==> config.mk <==
export PLATFORM = sky130hd
export DESIGN_NAME = div_cfg_loader
export DESIGN_NICKNAME = d
export VERILOG_FILES = /design/src/rtl/div_cfg_pkg.sv /design/src/rtl/div_cfg_loader_sync.sv /design/src/rtl/div_cfg_loader.sv
export SDC_FILE = /design/constraint.sdc
export NUM_CORES = 1
export LEC_CHECK = 0
export CAP_MARGIN = 0
export CORE_ASPECT_RATIO = 0.7
export CORE_MARGIN = 10
export CORE_UTILIZATION = 52
export DETAILED_ROUTE_END_ITERATION = 16
export HOLD_SLACK_MARGIN = 0.03
export PLACE_DENSITY = 0.73
export SYNTH_ARGS = -nofsm -noshare
export SYNTH_HDL_FRONTEND = slang
export SYNTH_SLANG_ARGS = --single-unit
==> constraint.sdc <==
create_clock -name clk -period 1.76 [get_ports clk]
set_input_delay 0.264 -clock clk [delete_from_list [all_inputs] [get_ports clk]]
set_output_delay 0.264 -clock clk [all_outputs]
set_load 0.02 [all_outputs]
==> src/rtl/div_cfg_pkg.sv <==
// Shared definitions for the divider configuration loader: word layout,
// field positions and the frame-handling state encoding.
package div_cfg_pkg;

    // Configuration word width and field layout of the divider's io_in bus
    localparam int CFG_W   = 34;
    localparam int SEL_LSB = 0;
    localparam int SEL_W   = 2;
    localparam int FA_LSB  = 2;
    localparam int FB_LSB  = 10;
    localparam int FC_LSB  = 18;
    localparam int FD_LSB  = 26;
    localparam int FACT_W  = 8;

    // Frame handling states
    typedef enum logic [1:0] {
        IDLE  = 2'd0,
        SHIFT = 2'd1,
        DONE  = 2'd2
    } state_e;

endpackage

==> src/rtl/div_cfg_loader_sync.sv <==
// N-flop synchroniser for a single asynchronous input, with a selectable
// reset value so idle levels are preserved across reset.
module cfg_sync #(
    parameter int   N       = 2,
    parameter logic RST_VAL = 1'b0
) (
    input  logic clk,
    input  logic rst_n,
    input  logic d,
    output logic q
);

    logic [N-1:0] sync_r;

    // Shift the asynchronous input through the synchroniser chain
    always_ff @(posedge clk or negedge rst_n) begin
        if (!rst_n) begin
            sync_r <= {N{RST_VAL}};
        end else begin
            sync_r <= {sync_r[N-2:0], d};
        end
    end

    assign q = sync_r[N-1];

endmodule

==> src/rtl/div_cfg_loader.sv <==
// Serial configuration loader for the 4-channel clock divider. Receives a
// CFG_W-bit word over cs_n/sck/sdi, shifts the old word back out on sdo, and
// commits the new word atomically only when exactly CFG_W bits arrived.
module div_cfg_loader #(
    parameter int                        CFG_W       = div_cfg_pkg::CFG_W,
    parameter int                        SYNC_STAGES = 2,
    parameter logic [CFG_W-1:0]          RESET_CFG   = {CFG_W{1'b0}}
) (
    input  logic             clk,
    input  logic             rst_n,
    input  logic             cs_n,
    input  logic             sck,
    input  logic             sdi,
    output logic             sdo,
    output logic [CFG_W-1:0] cfg_out,
    output logic             cfg_valid,
    output logic             frame_err
);

    import div_cfg_pkg::*;

    localparam int               CNT_W    = $clog2(CFG_W + 2);
    localparam logic [CNT_W-1:0] CNT_FULL = CNT_W'(CFG_W);
    localparam logic [CNT_W-1:0] CNT_MAX  = CNT_W'(CFG_W + 1);

    logic                   cs_sync_s;
    logic                   sck_sync_s;
    logic                   sdi_sync_s;
    logic                   cs_q_r;
    logic                   sck_q_r;
    logic                   cs_fall_s;
    logic                   cs_rise_s;
    logic                   sck_rise_s;
    logic                   sck_fall_s;
    logic [SYNC_STAGES:0]   flush_r;
    logic                   armed_r;
    state_e                 state_r;
    logic [CNT_W-1:0]       bit_cnt_r;
    logic [CFG_W-1:0]       shadow_r;
    logic [CFG_W-1:0]       rd_sr_r;

    // cs_n idles high and sck idles low, so their chains reset to those levels
    cfg_sync #(.N(SYNC_STAGES), .RST_VAL(1'b1)) u_sync_cs (
        .clk   (clk),
        .rst_n (rst_n),
        .d     (cs_n),
        .q     (cs_sync_s)
    );

    cfg_sync #(.N(SYNC_STAGES), .RST_VAL(1'b0)) u_sync_sck (
        .clk   (clk),
        .rst_n (rst_n),
        .d     (sck),
        .q     (sck_sync_s)
    );

    cfg_sync #(.N(SYNC_STAGES), .RST_VAL(1'b0)) u_sync_sdi (
        .clk   (clk),
        .rst_n (rst_n),
        .d     (sdi),
        .q     (sdi_sync_s)
    );

    // Delay the synchronised cs_n and sck by one cycle for edge detection
    always_ff @(posedge clk or negedge rst_n) begin
        if (!rst_n) begin
            cs_q_r  <= 1'b1;
            sck_q_r <= 1'b0;
        end else begin
            cs_q_r  <= cs_sync_s;
            sck_q_r <= sck_sync_s;
        end
    end

    assign cs_fall_s  = cs_q_r & ~cs_sync_s;
    assign cs_rise_s  = ~cs_q_r & cs_sync_s;
    assign sck_rise_s = ~sck_q_r & sck_sync_s;
    assign sck_fall_s = sck_q_r & ~sck_sync_s;

    // Track when the synchronisers have flushed their reset values, then arm
    // only once a genuinely high cs_n has been observed; a cs_n already low
    // at reset release therefore never opens a frame.
    always_ff @(posedge clk or negedge rst_n) begin
        if (!rst_n) begin
            flush_r <= {(SYNC_STAGES + 1){1'b0}};
            armed_r <= 1'b0;
        end else begin
            flush_r <= {flush_r[SYNC_STAGES-1:0], 1'b1};
            if (flush_r[SYNC_STAGES] && cs_sync_s) begin
                armed_r <= 1'b1;
            end else begin
                armed_r <= armed_r;
            end
        end
    end

    // Frame FSM: capture bits into the shadow, stream readback, commit on exact length
    always_ff @(posedge clk or negedge rst_n) begin
        if (!rst_n) begin
            state_r   <= IDLE;
            bit_cnt_r <= {CNT_W{1'b0}};
            shadow_r  <= {CFG_W{1'b0}};
            rd_sr_r   <= {CFG_W{1'b0}};
            cfg_out   <= RESET_CFG;
            cfg_valid <= 1'b0;
            frame_err <= 1'b0;
            sdo       <= 1'b0;
        end else begin
            cfg_valid <= 1'b0;
            frame_err <= 1'b0;
            case (state_r)
                IDLE: begin
                    if (armed_r && cs_fall_s) begin
                        state_r   <= SHIFT;
                        bit_cnt_r <= {CNT_W{1'b0}};
                        rd_sr_r   <= cfg_out;
                        sdo       <= cfg_out[CFG_W-1];
                    end else begin
                        sdo <= 1'b0;
                    end
                end
                SHIFT: begin
                    // A cs_n rise takes priority over a coincident sck edge
                    if (cs_rise_s) begin
                        state_r <= DONE;
                        sdo     <= 1'b0;
                    end else if (sck_rise_s) begin
                        shadow_r <= {shadow_r[CFG_W-2:0], sdi_sync_s};
                        if (bit_cnt_r != CNT_MAX) begin
                            bit_cnt_r <= bit_cnt_r + CNT_W'(1);
                        end else begin
                            bit_cnt_r <= bit_cnt_r;
                        end
                    end else if (sck_fall_s) begin
                        rd_sr_r <= {rd_sr_r[CFG_W-2:0], 1'b0};
                        sdo     <= rd_sr_r[CFG_W-2];
                    end else begin
                        sdo <= rd_sr_r[CFG_W-1];
                    end
                end
                DONE: begin
                    if (bit_cnt_r == CNT_FULL) begin
                        cfg_out   <= shadow_r;
                        cfg_valid <= 1'b1;
                    end else begin
                        frame_err <= 1'b1;
                    end
                    state_r <= IDLE;
                    sdo     <= 1'b0;
                end
                default: begin
                    state_r <= IDLE;
                    sdo     <= 1'b0;
                end
            endcase
        end
    end

endmodule
# After elaboration in Yosys (flattened, before gate mapping)
# Cells that the tools add are included.
# classes
add_sub_neg	1
eq_ne	12
n_mux	22
bitwise_logic	9
n_reduce_logical	9
# ops
operator	count
34-bit 2-to-1 mux	4
34-bit case mux with 2 select lines	1
6-bit 2-to-1 mux	4
2-bit inequality test, second input constant	7
6-bit case mux with 2 select lines	1
5-bit AND reduction	2
1-bit 2-to-1 mux	8
6-bit by 1-bit adder with 6-bit output, second input constant	1
6-bit equality test, second input constant	1
6-bit inequality test, second input constant	1
1-bit NOT	5
1-bit bitwise AND	4
2-bit 2-to-1 mux	2
2-bit case mux with 2 select lines	1
2-bit AND reduction	2
3-bit inequality test, second input constant	1
3-bit AND reduction	1
2-bit by 1-bit equality test with 1-bit output, second input constant	1
2-bit equality test, second input constant	1
1-bit logical AND	2
2-bit logical NOT	1
1-bit case mux with 2 select lines	1
2-bit nonzero test	1
# totals
ff_bits	125
output_inout_bits	37
word_cells	68

# Logic depth before layout (Yosys ltp)
# logic_depth
ltp_word	6
mapped_depth	7
ltp_nobuf	5

# By module
# A second synthesis with hierarchy kept.
# unflattened
cells_unflattened	398
hier_area_um2	5287.6
# by_module_without_submodules
module	n_inst	cells_each	area_each_um2	seq_area_each_um2
div_cfg_loader	1	392	5134.9	2979.1
cfg_sync (u_sync_sck ...)	2	2	50.0	50.0
cfg_sync (u_sync_cs)	1	2	52.6	52.6

# Least setup slack after synthesis
# OpenSTA, ideal clock, no wires.
# synth_path
kind	register -> register
startpoint	reg state_r[1]
endpoint	reg shadow_r[1]
setup_ns	0.125
arrival_time_ns	1.627
t_required_ns	1.635
path_slack_ns	0.008
path_stages_with_launch	6
path_buffers	2
period_less_slack_ns	1.752
path_cell_list	dfrtp_1 nand2b_1 buf_2 nor3_4 buf_6 mux2_2
# synth_between
elab_chain_cells	2
# synth_lines
item	line	source
start, declared	div_cfg_loader.sv:37	state_e state_r;
start signal, assigned	div_cfg_loader.sv:100	state_r <= IDLE;
start signal, assigned	div_cfg_loader.sv:114	state_r <= SHIFT;
start signal, assigned	div_cfg_loader.sv:125	state_r <= DONE;
2-bit by 1-bit equality test with 1-bit output	div_cfg_loader.sv:111	case (state_r)
3-bit AND reduction (no line)	n/a	
end signal, assigned	div_cfg_loader.sv:102	shadow_r <= {CFG_W{1'b0}};
end signal, assigned	div_cfg_loader.sv:128	shadow_r <= {shadow_r[CFG_W-2:0], sdi_sync_s};
end, declared	div_cfg_loader.sv:39	logic [CFG_W-1:0] shadow_r;
# No other way between the ends.
# A chain may end at the register's enable or synchronous reset.

# Final worst setup path
# layout_path
startpoint	reg cfg_out[4]
endpoint	out cfg_out[4]
# layout_rtl
item	line	source
start, declared	div_cfg_loader.sv:15	output logic [CFG_W-1:0] cfg_out,
start signal, assigned	div_cfg_loader.sv:143	cfg_out <= shadow_r;
# No word-level cell between the ends.

==> impl_metrics.py <==
metrics = {
    "sta": {
        "tightest_slew_ns": 0.496,
        "min_period_ns": 1.69,
        "setup_violations": 0,
        "max_slew_margin_pct": 66.6,
        "drv_slew": 0,
        "hold_viol_final": 0,
        "max_freq_mhz": 591,
        "whs_ns": 0.256,
        "period_share_pct": 96.2,
        "setup-tns-final_ns": 0,
        "skew_ns": 0.00723,
        "rsz0062_at_grt": "false",
    },
    "floorplanning": {
        "rows": 30,
        "io-pin-count": 42,
        "dieWidth_um": 140,
        "core_sq_mm": 0.00980,
        "start_util_pct": 53.8,
        "die-area_sq_mm": 0.0146,
        "die_h_um": 104,
    },
    "synthesis": {
        "synth_area_leaders": "dfrtp_1, mux2_2, mux2_4, nand2_1, dfstp_2",
        "synth_cells": 397,
        "synthAdderAreaFrac_pct": 0.475,
        "syn_area_sq_mm": 0.00527,
        "synth_most_common_cell": "dfrtp_1",
        "synth_seq_cells": 125,
        "synth_area_per_cell_sq_um": 13.3,
        "ys_top_cells_by_count": "dfrtp_1, nand2_1, mux2_2",
        "yosysTopAreaCell": "dfrtp_1",
        "synthMuxAreaShare_pct": 24.1,
        "ys_dominant_reg_cell": "dfrtp_1",
        "synth_xor_area_share_pct": 0,
        "yosys.area_share.simple_pct": 10.4,
        "synth_edf_count": 0,
        "syn_nets": 404,
        "synthArstFlopShare_pct": 100,
        "synth_top_family_by_area": "multiplexers",
        "yosysTopAreaCellShare_pct": 58.0,
        "ys_types": 38,
        "synth_compound_area_share_pct": 2.95,
        "yosys_warnings": 0,
        "synth_seq_area_share_pct": 59.5,
    },
    "clock_tree": {
        "cts_buffer_depth": 2,
        "cts-root-buf": "clkbuf_16",
        "clk_pin_slew_ns": 0.06,
        "cts_sinks": 125,
        "cts_buffers": 17,
        "cts.htree.levels": 4,
        "cts_tree": "yes",
        "clk_latency_ns": 0.41,
    },
    "worst_setup_path": {
        "critPathKind": "flop to primary output",
        "timing.critical_path.buf_inv": 1,
        "cp_top_family": "buffers and inverters",
        "slowest_delay_ns": 0.63,
        "cp-end-kind": "primary output",
        "critPathSlowestCell": "clkdlybuf4s50_1",
        "arrival_ns": 1.43,
        "start_kind": "flop",
        "cp_max_fo": 3,
        "cp_cell_sequence": "clkdlybuf4s50_1",
        "cp.required_ns": 1.50,
    },
    "power": {
        "swShare_pct": 23.4,
        "power_leakage_nw": 3.45,
        "p_int_mw": 5.70,
        "p_switching_mw": 1.74,
        "ir_drop_uv": 754,
        "clockPowerShare_pct": 49.4,
        "combPwrFrac_pct": 9.1,
        "seq_power_share_pct": 41.4,
        "power_density_mw_per_mm2": 1120,
    },
    "global_routing": {
        "use_met1_pct": 18.8,
        "busiest_layer": "met2",
        "grt_pass1_wl_mm": 16.7,
        "grt_start_max_net_pins": 53,
        "met2_usage_pct": 19.7,
        "grt_use_met3_pct": 5.79,
        "grt_pass1_vias": 3262,
        "track_usage_pct": 13.9,
        "antenna_found_initial": 0,
        "overflow": 0,
    },
    "drt": {
        "vias": 3080,
        "drtIter0Drc": 137,
        "antenna_left": 0,
        "drc": 0,
        "drt_first_pass_iters": 4,
        "wl_per_cell_um": 16.2,
        "wl_mm": 9.75,
        "vias_per_cell": 5.12,
    },
    "placed_design": {
        "port_buffers": 41,
        "hpwl_mm": 6.39,
        "gp_congestion": 0.821,
    },
    "final_layout": {
        "layout-drive-gt1-share_pct": 34.7,
        "diodes": 0,
        "syn2layout_area_growth_pct": 25.7,
        "fin_nets": 467,
    },
    "flow_run": {
        "max-cap-violations": 0,
    },
    "run_status": {
        "outcome": "completed",
    },
    "worst_hold_path": {
        "hp-class": "input pin to flop",
    },
}
## power groups by stage
stage                     clock network [mW]  logic, mW  registers, mW
after floorplan                            0      0.415           3.11
after global placement                     0      0.668           3.12
after detailed placement                   0      0.678           3.13
after CTS                               3.74      0.685           3.08
after global routing                    3.87      0.738           3.10
final                                   3.68      0.679           3.09
## kinds of logic after synthesis
group                    after synthesis
multiplexers                         103
flip-flops                           125
other                                  1
buffers and inverters                 22
AO/OA/AOI/OAI                         21
AND/OR/NAND/NOR                      123
adder cells (fa/ha/maj)                2
## per-layer routing
layer / share of wire, % / up-vias
met2: 45 / 50
met4: 0.98 / 0
met3: 5.6 / 8
met1: 49 / 1540
met5: 0 / -
li1: - / 1482
## per-stage QoR
step / util, % / power [mW] / instance area (sq um) / cells / setup WS, ns
5_1_grt: 67.6 / 7.72 / 6620 / 601 / 0.000435
3_5_place_dp: 60.8 / 3.81 / 5950 / 568 / 0.0312
6_report: 67.6 / 7.44 / 6620 / 601 / 0.0670
2_1_floorplan: - / 3.52 / 5270 / 397 / 0.00802
4_1_cts: 67.3 / 7.51 / 6600 / 601 / 0.0166
3_3_place_gp: 60.8 / 3.79 / 5950 / 568 / 0.137
## layout by cell type, fill, tap and decap left out, types with 2 or more instances in the layout
master             n
a21oi_1            6
a31oi_1            2
nor3_1             2
dfrtp_1          121
o21a_1             2
inv_1              4
clkinv_4           5
buf_4             14
nand2_1          104
nand2b_1           3
mux2_1             3
nor2b_1            2
mux2_4            29
buf_12             6
o21ai_0            2
clkbuf_16         17
dlymetal6s2s_1     3
nor2_1             2
dfstp_2            3
bufinv_16          4
clkdlybuf4s50_1   36
clkinvlp_4         3
ha_1               2
mux2_2            71
## sequential cells by signal, indices dropped and copies added (netlist names), 2 cells and up
name	count
u_sync_cs.sync_r	2
rd_sr_r	34
shadow_r	34
state_r	2
u_sync_sck.sync_r	2
bit_cnt_r	6
cfg_out	34
flush_r	3
u_sync_sdi.sync_r	2
## worst paths after layout
path,startpoint,end,slack [ns],depth (start not counted)
setup / recovery,cfg_out[4]$_DFFE_PN0P_,cfg_out[4],0.07,1
hold / removal,cs_n,u_sync_cs.sync_r[0]$_DFF_PN1_,0.26,1
setup reg to reg,sck_q_r$_DFF_PN0_,shadow_r[17]$_DFFE_PN0P_,0.08,4
hold reg to reg,flush_r[0]$_DFF_PN0_,flush_r[1]$_DFF_PN0_,0.35,0
max in group asynchronous,rst_n,u_sync_cs.sync_r[0]$_DFF_PN1_,0.86,3
min in group asynchronous,rst_n,bit_cnt_r[3]$_DFFE_PN0P_,0.30,2
## area by class of cell
type                       instances  area [sq um]
clock buffer                      19           443
clock inverter                    13           191
fill                             701          3180
inverter                           4          15.0
multi-input combinational        250          2020
sequential                       125          3130
tap                              128           160
timing repair buffer              62           653
## repair_timing
item                                    CTS  global route
resized for setup                         1             6
pin swaps                                 0             1
endpoints found under the setup margin    1            47
gates cloned                              0             0
buffers inserted                          0             0
hold endpoints to repair                 19             0
hold buffers                              1             0
(Power assumes the default switching activity.)
